$ cat src/rtl/mips_pkg.sv
`default_nettype none
// ============================================================================
// Module      : mips_pkg
// Description : Shared MIPS datapath widths and the writeback queue entry type.
//               REG_ADDR_W / DATA_W : register address and data widths.
//               ZERO_REG            : hard-wired zero register, never written.
//               wb_entry_t          : {valid, regAddr, data} queue slot.
// Revision    : 1.0 - initial release
// ============================================================================
package mips_pkg;

    localparam int REG_ADDR_W = 5;
    localparam int DATA_W     = 32;

    localparam logic [REG_ADDR_W-1:0] ZERO_REG = 5'd0;

    typedef struct packed {
        logic                  valid;
        logic [REG_ADDR_W-1:0] regAddr;
        logic [DATA_W-1:0]     data;
    } wb_entry_t;

endpackage : mips_pkg
`default_nettype wire

$ cat src/rtl/wb_fwd_match.sv
`default_nettype none
// ============================================================================
// Module      : wb_fwd_match
// Description : Priority match of one probe address against every queue slot.
//               Slots are scanned oldest (head) to newest, so the last valid
//               match wins and the newest pending value is forwarded.
//               A probe of register 0 never hits.
// Ports       : i_entries - all queue slots
//               i_head    - index of the oldest slot
//               i_probe   - register address being read by decode
//               o_hit     - a valid slot holds i_probe
//               o_data    - newest matching data, 0 on a miss
// Revision    : 1.0 - initial release
// ============================================================================
module wb_fwd_match
    import mips_pkg::*;
#(
    parameter int DEPTH = 4,
    parameter int PTRW  = 2
) (
    input  wb_entry_t             i_entries [DEPTH],
    input  logic [PTRW-1:0]       i_head,
    input  logic [REG_ADDR_W-1:0] i_probe,
    output logic                  o_hit,
    output logic [DATA_W-1:0]     o_data
);

    // Slots rotated so that index 0 is the oldest entry.
    wb_entry_t w_ordered [DEPTH];

    genvar k;
    generate
        for (k = 0; k < DEPTH; k++) begin : g_rotate
            logic [PTRW-1:0] w_idx;
            assign w_idx        = i_head + PTRW'(k);
            assign w_ordered[k] = i_entries[w_idx];
        end
    endgenerate

    always_comb begin
        o_hit  = 1'b0;
        o_data = '0;
        for (int i = 0; i < DEPTH; i++) begin
            if (w_ordered[i].valid && (w_ordered[i].regAddr == i_probe) &&
                (i_probe != ZERO_REG)) begin
                o_hit  = 1'b1;
                o_data = w_ordered[i].data;
            end
        end
    end

endmodule : wb_fwd_match
`default_nettype wire

$ cat src/rtl/wb_write_queue.sv
`default_nettype none
// ============================================================================
// Module      : wb_write_queue
// Description : In-order writeback buffer in front of the register file write
//               port, with read-after-write forwarding for two read ports.
// Ports       : Clk, Reset_n          - clock, async active-low reset
//               InValid/InReady       - enqueue handshake
//               InRegister/InData     - write request (reg 0 accepted, dropped)
//               Hold                  - suppress draining this cycle
//               Flush                 - discard all entries, kill enqueue
//               WriteRegister/WriteData/RegWrite - register file write port
//               ReadRegister1/2       - decode read addresses
//               Fwd1Hit/Fwd1Data, Fwd2Hit/Fwd2Data - forwarding results
//               Count                 - occupancy
// Revision    : 1.0 - initial release
// ============================================================================
module wb_write_queue
    import mips_pkg::*;
#(
    parameter int DEPTH = 4,
    parameter int PTRW  = 2
) (
    input  logic                  Clk,
    input  logic                  Reset_n,
    input  logic                  InValid,
    output logic                  InReady,
    input  logic [REG_ADDR_W-1:0] InRegister,
    input  logic [DATA_W-1:0]     InData,
    input  logic                  Hold,
    input  logic                  Flush,
    output logic [REG_ADDR_W-1:0] WriteRegister,
    output logic [DATA_W-1:0]     WriteData,
    output logic                  RegWrite,
    input  logic [REG_ADDR_W-1:0] ReadRegister1,
    input  logic [REG_ADDR_W-1:0] ReadRegister2,
    output logic                  Fwd1Hit,
    output logic [DATA_W-1:0]     Fwd1Data,
    output logic                  Fwd2Hit,
    output logic [DATA_W-1:0]     Fwd2Data,
    output logic [PTRW:0]         Count
);

    localparam logic [PTRW:0] c_FULL_COUNT = (PTRW+1)'(DEPTH);

    wb_entry_t       r_entries [DEPTH];
    logic [PTRW-1:0] r_head;
    logic [PTRW-1:0] r_tail;
    logic [PTRW:0]   r_count;

    logic w_notEmpty;
    logic w_accept;
    logic w_push;
    logic w_pop;

    // Ready depends only on registered occupancy: no combinational ready path.
    assign InReady    = (r_count != c_FULL_COUNT);
    assign w_notEmpty = (r_count != '0);

    // Handshake completes for register 0, but nothing is stored.
    assign w_accept = InValid && InReady && !Flush;
    assign w_push   = w_accept && (InRegister != ZERO_REG);

    assign RegWrite      = w_notEmpty && !Hold && !Flush;
    assign w_pop         = RegWrite;
    assign WriteRegister = w_notEmpty ? r_entries[r_head].regAddr : '0;
    assign WriteData     = w_notEmpty ? r_entries[r_head].data    : '0;
    assign Count         = r_count;

    always_ff @(posedge Clk or negedge Reset_n) begin
        if (!Reset_n) begin
            r_head  <= '0;
            r_tail  <= '0;
            r_count <= '0;
            for (int i = 0; i < DEPTH; i++) begin
                r_entries[i] <= '0;
            end
        end else if (Flush) begin
            r_head  <= '0;
            r_tail  <= '0;
            r_count <= '0;
            for (int i = 0; i < DEPTH; i++) begin
                r_entries[i].valid <= 1'b0;
            end
        end else begin
            // Push and pop never target the same slot: pushing into the head
            // slot requires an empty queue, which cannot pop.
            if (w_pop) begin
                r_entries[r_head].valid <= 1'b0;
                r_head                  <= r_head + PTRW'(1);
            end
            if (w_push) begin
                r_entries[r_tail] <= '{valid: 1'b1, regAddr: InRegister, data: InData};
                r_tail            <= r_tail + PTRW'(1);
            end
            r_count <= r_count + (PTRW+1)'(w_push) - (PTRW+1)'(w_pop);
        end
    end

    // The head entry being committed stays visible to forwarding, since the
    // register file only shows the new value after this edge.
    wb_fwd_match #(
        .DEPTH (DEPTH),
        .PTRW  (PTRW)
    ) u_fwd1 (
        .i_entries (r_entries),
        .i_head    (r_head),
        .i_probe   (ReadRegister1),
        .o_hit     (Fwd1Hit),
        .o_data    (Fwd1Data)
    );

    wb_fwd_match #(
        .DEPTH (DEPTH),
        .PTRW  (PTRW)
    ) u_fwd2 (
        .i_entries (r_entries),
        .i_head    (r_head),
        .i_probe   (ReadRegister2),
        .o_hit     (Fwd2Hit),
        .o_data    (Fwd2Data)
    );

endmodule : wb_write_queue
`default_nettype wire

$ cat config.mk
export PLATFORM = sky130hd
export DESIGN_NAME = wb_write_queue
export DESIGN_NICKNAME = d
export VERILOG_FILES = /design/src/rtl/mips_pkg.sv /design/src/rtl/wb_fwd_match.sv /design/src/rtl/wb_write_queue.sv
export SDC_FILE = /design/constraint.sdc
export NUM_CORES = 1
export LEC_CHECK = 0
export BUFFER_PORTS_ARGS = -buffer_cell sky130_fd_sc_hd__buf_2
export CAP_MARGIN = 20
export CELL_PAD_IN_SITES_DETAIL_PLACEMENT = 1
export CELL_PAD_IN_SITES_GLOBAL_PLACEMENT = 1
export CORE_AREA = 2 2 146 291
export CTS_CLUSTER_DIAMETER = 120
export DETAILED_ROUTE_END_ITERATION = 7
export DIE_AREA = 0 0 148 293
export PLACE_DENSITY = 0.84
export SYNTH_ARGS = -nofsm -noshare
export SYNTH_HDL_FRONTEND = slang
export SYNTH_HIERARCHICAL = 1
export SYNTH_SLANG_ARGS = --single-unit
export TNS_END_PERCENT = 10
$ cat constraint.sdc
create_clock -name Clk -period 2.5 [get_ports Clk]
set_input_delay 0.25 -clock Clk [delete_from_list [all_inputs] [get_ports Clk]]
set_output_delay 0.25 -clock Clk [all_outputs]
set_load 0.01 [all_outputs]
==> results list <==
- After Yosys synthesis, and, or, nand and nor cells account for a little under a fifth of the synthesized area.
* First-pass GRT wire length: 126 mm
- Final Instance Count excl. Fillers: roughly 2600
* RSZ-0062 raised after global routing: yes
- After layout, the worst path uses 174% of the clock period.
- Synth Area in Compound Gates: 14.4%
* Final number of setup-violating endpoints: between 90 and 100
- CP bufs+invs: 4
- The final layout contains slightly above 2000 nets.
- Transition time of the tightest slew-check pin: just under 800 ps
- Aggregate routed wire length: between 90 and 100 mm
- Power density over the cells: approximately 1200 nW/um2
* Avg Cell Area, Syn: a little over 10 um2
- Post-synth top area share: approximately 22%
- Dominant combinational cell family by area after synthesis: multiplexers
- Summed over all cells, the static leakage comes to slightly above 9 nW.
* Antenna violations before repair: 9
- In the routed design, unresolved DRC markers number 0.
- Largest area contributor in the synthesized netlist: dfrtp_1
- DR vias: 19500
* Post-DR wirelength/cell: roughly 37 um
- The clock arrives with 17.2 ps of skew.
- Setup crit end kind: primary output
- Buffer cell driving the clock tree root: clkbuf_16
- In this design, the stage delay of the slowest critical-path cell is between 500 and 600 ps.
* Count of port buffers added during placement: about 160
- Critical setup path kind: flop to primary output
- Measured against the total synthesized area, the mux share comes to about 35%.
- Starting DRT DRC Count: approximately 2700
- Synthesis produced a netlist whose cell count is 1773.
- Grt total ovfl: 0
- Clock-pin slew was measured on the worst setup and hold paths at roughly 80 ps.
- Worst path cell trace: buf_12 > buf_4 > mux2i_2 > xnor2_2 > mux2i_2 > o2111a_2 > buf_12 > a21oi_1 > o21ai_2 > a211oi_4 > buf_2
- Max-cap violations in this run came to 0.
* Placer Congestion: about 0.92
* Total global routing track utilization: 38.3%
- Among all flip-flop cells after synthesis, the most frequent one is dfrtp_1.
* Number of buffers added by the clock tree synthesis step: 17
- The die covers 43400 um2.
- In this run, synthesis produced a sequential element count of approximately 160.
* Area of the core: between 40000 and 50000 um2
- In the synthesized netlist the async set-or-reset flop fraction comes to 100%.
- Violated checks: setup timing
- Cells fill a little under three fifths of the core in the end.
- After floorplanning, the core was divided into about 110 placement rows.
- TritonCTS built the clock tree.
- Routed via count divided by cell count: 7.61
- Of all nets on the critical path, the largest fanout is 26.
- Clock latency on the worst-skew pair: around 490 ps
- Subtracting the final worst setup slack from the clock period gives 4360 ps.
- The clock net in this run drives a total of between 150 and 200 sinks.
- Synthesis instantiated 56 different standard cells from the library.
- Across the VDD grid, the largest voltage drop is between 1 and 1.5 mV.
- Number of nets still failing antenna checks after routing: 0
* Starting density of the core: between 40% and 50%
- Critical path required time: about 2300 ps
- Counting instances in the post-synthesis netlist gives the leading cell types as mux2i_1, nor3_1, dfrtp_1, mux2_2, o21ai_0.
- Data arrival at the endpoint of the critical path: 4110 ps
* Register area share after synthesis: a little over a fifth
- Ports: 160
- Hold Fails Final Rpt: 0
* Detailed Routing Iterations Pass 1: 6
* Result of the run: complete, but fails checks
* Die height: roughly 300 um
* Most common cell in the netlist: mux2i_1
- The number of max-slew violations in the final report came to 0.
* Number of warnings issued by yosys: 6
- Path class of the lowest-slack min-delay path: input port to flop
* Share of layout cells above drive strength 1: roughly 52%
* Crit path max-delay cell type: a21oi_1
* X dimension of the die: 148 um
- In the post-synthesis netlist, the biggest area contributors are dfrtp_1, mux2i_1, mux2_2, mux4_2, mux2_4.
* Inst Count DP: ~2500
* Number of flops mapped to enable cells by yosys: 0
- In this run the number of H-tree levels came out at 4.
- The number of nets in the synthesized netlist is approximately 1800.
* Headroom to the max-slew limit: 47.3%
- The via count of the first global-routing pass was approximately 20000.
- STA classifies the critical path startpoint as a flop.
* Least setup slack across all paths after layout: -1860 ps
- The clock passes through at most 2 buffers.
* Synthesized-area fraction occupied by xor and xnor cells: 2.37%
- The mapped netlist covers between 15000 and 20000 um2.
- Once detailed placement completed, the half-perimeter wirelength came to 48.7 mm.
- Maximum number of pins on one net before global-route repair: 156
* Fraction of the mapped netlist area in adder cells: less than 1%
- Static timing analysis puts the maximum clock frequency at around 0.23 GHz.
- Relative to the synthesized area, the layout overhead comes to 25.0%.
- Kind of cell adding the most delay to the critical path: compound AO/OA/AOI/OAI gates
area by class of cell:
cell class | instances | area, um2
flip-flops and latches | 159 | 3990
clock inverters | 14 | 181
multi-input cells | 1404 | 13900
repair buffers | 414 | 3830
diodes | 3 | 7.51
inverters | 11 | 43.8
well taps | 535 | 669
fillers | 4379 | 18000
clock buffers | 18 | 429
routing by layer:
| layer | share of wire, % | vias up | GRT usage, % |
|---|---|---|---|
| li1 | - | 7304 | - |
| met1 | 33 | 9517 | 41.8 |
| met2 | 46 | 1831 | 62.8 |
| met3 | 10 | 809 | 7.69 |
| met4 | 11 | 6 | 33.1 |
| met5 | 0.036 | - | 0 |
power breakdown:
| part | internal (mW) | switching, mW | total, mW |
|---|---|---|---|
| sequential | 3.75 | 2.37 | 6.12 |
| clock | 1.59 | 1.36 | 2.95 |
| combinational | 8.57 | 10.8 | 19.4 |
| total | 13.9 | 14.5 | 28.4 |
flip-flops by register name (all words and copies together) (netlist names):
register,flops
Count,3
r_entries,152
r_head,2
r_tail,2
placed cells by master, fill, tap and decap left out, drive strengths merged, types with 5 or more instances in the layout:
cell type / n
buf: 405
clkbuf: 21
nor2b: 44
nand2b: 11
bufbuf: 5
inv: 14
ha: 10
nor4: 126
mux2: 216
mux4: 61
nand2: 8
xnor2: 43
o21ai: 133
mux2i: 226
a211oi: 65
a21o: 64
dfrtp: 159
a21oi: 71
nor3: 263
clkinv: 5
nor2: 14
xor2: 5
through the flow:
| stage | setup slack (ps) | cell area (um2) | total power, mW | hold slack (ps) | TNS (ps) |
|---|---|---|---|---|---|
| global placement | -772 | 20800 | 21.0 | 173 | -43910 |
| global route | -1810 | 23000 | 29.1 | 22.0 | -111330 |
| CTS | -1220 | 22500 | 25.7 | 20.0 | -89180 |
| finish | -1860 | 23000 | 28.4 | 11.4 | -112550 |
| floorplan | -235 | 18400 | 16.2 | -45.6 | -14830 |
| detailed placement | -830 | 20800 | 21.9 | 183 | -51820 |
kinds of logic after synthesis:
group                    count (synthesis)
flip-flops                             159
adder cells (fa/ha/maj)                 11
AND/OR/NAND/NOR                        483
XOR/XNOR                                48
multiplexers                           503
buffers and inverters                  210
AO/OA/AOI/OAI                          359
timing repair:
action | 4_1_cts | 5_1_grt
pin swaps | 44 | 31
endpoints found under the hold margin | 36 | 0
endpoints found under the setup margin | 99 | 100
setup buffers | 20 | 12
hold buffers | 1 | 0
gates resized for setup | 124 | 87
gates cloned | 11 | 1
worst register-to-register path: stages, from the launching register on:
cell	delay [ps]
dfrtp_1	470
nor3b_2	370
a211oi_4	60
buf_4	170
nand2_2	340
buf_12	260
mux2_2	400
final timing paths:
kind | to | cells after the start | startpoint | slack (ps)
worst max-delay path | Fwd1Data[28] | 11 | r_head[1] | -1860
worst min-delay path | Count[1] | 2 | Flush | 10
worst min register to register | r_entries[100] | 1 | r_entries[100] | 630
min in group asynchronous | r_entries[34] | 2 | Reset_n | 240
worst max register to register | r_entries[2] | 6 | Count[1] | 300
max in group asynchronous | r_entries[132] | 3 | Reset_n | 1330
Note: power is estimated with default switching activity, not from simulation.
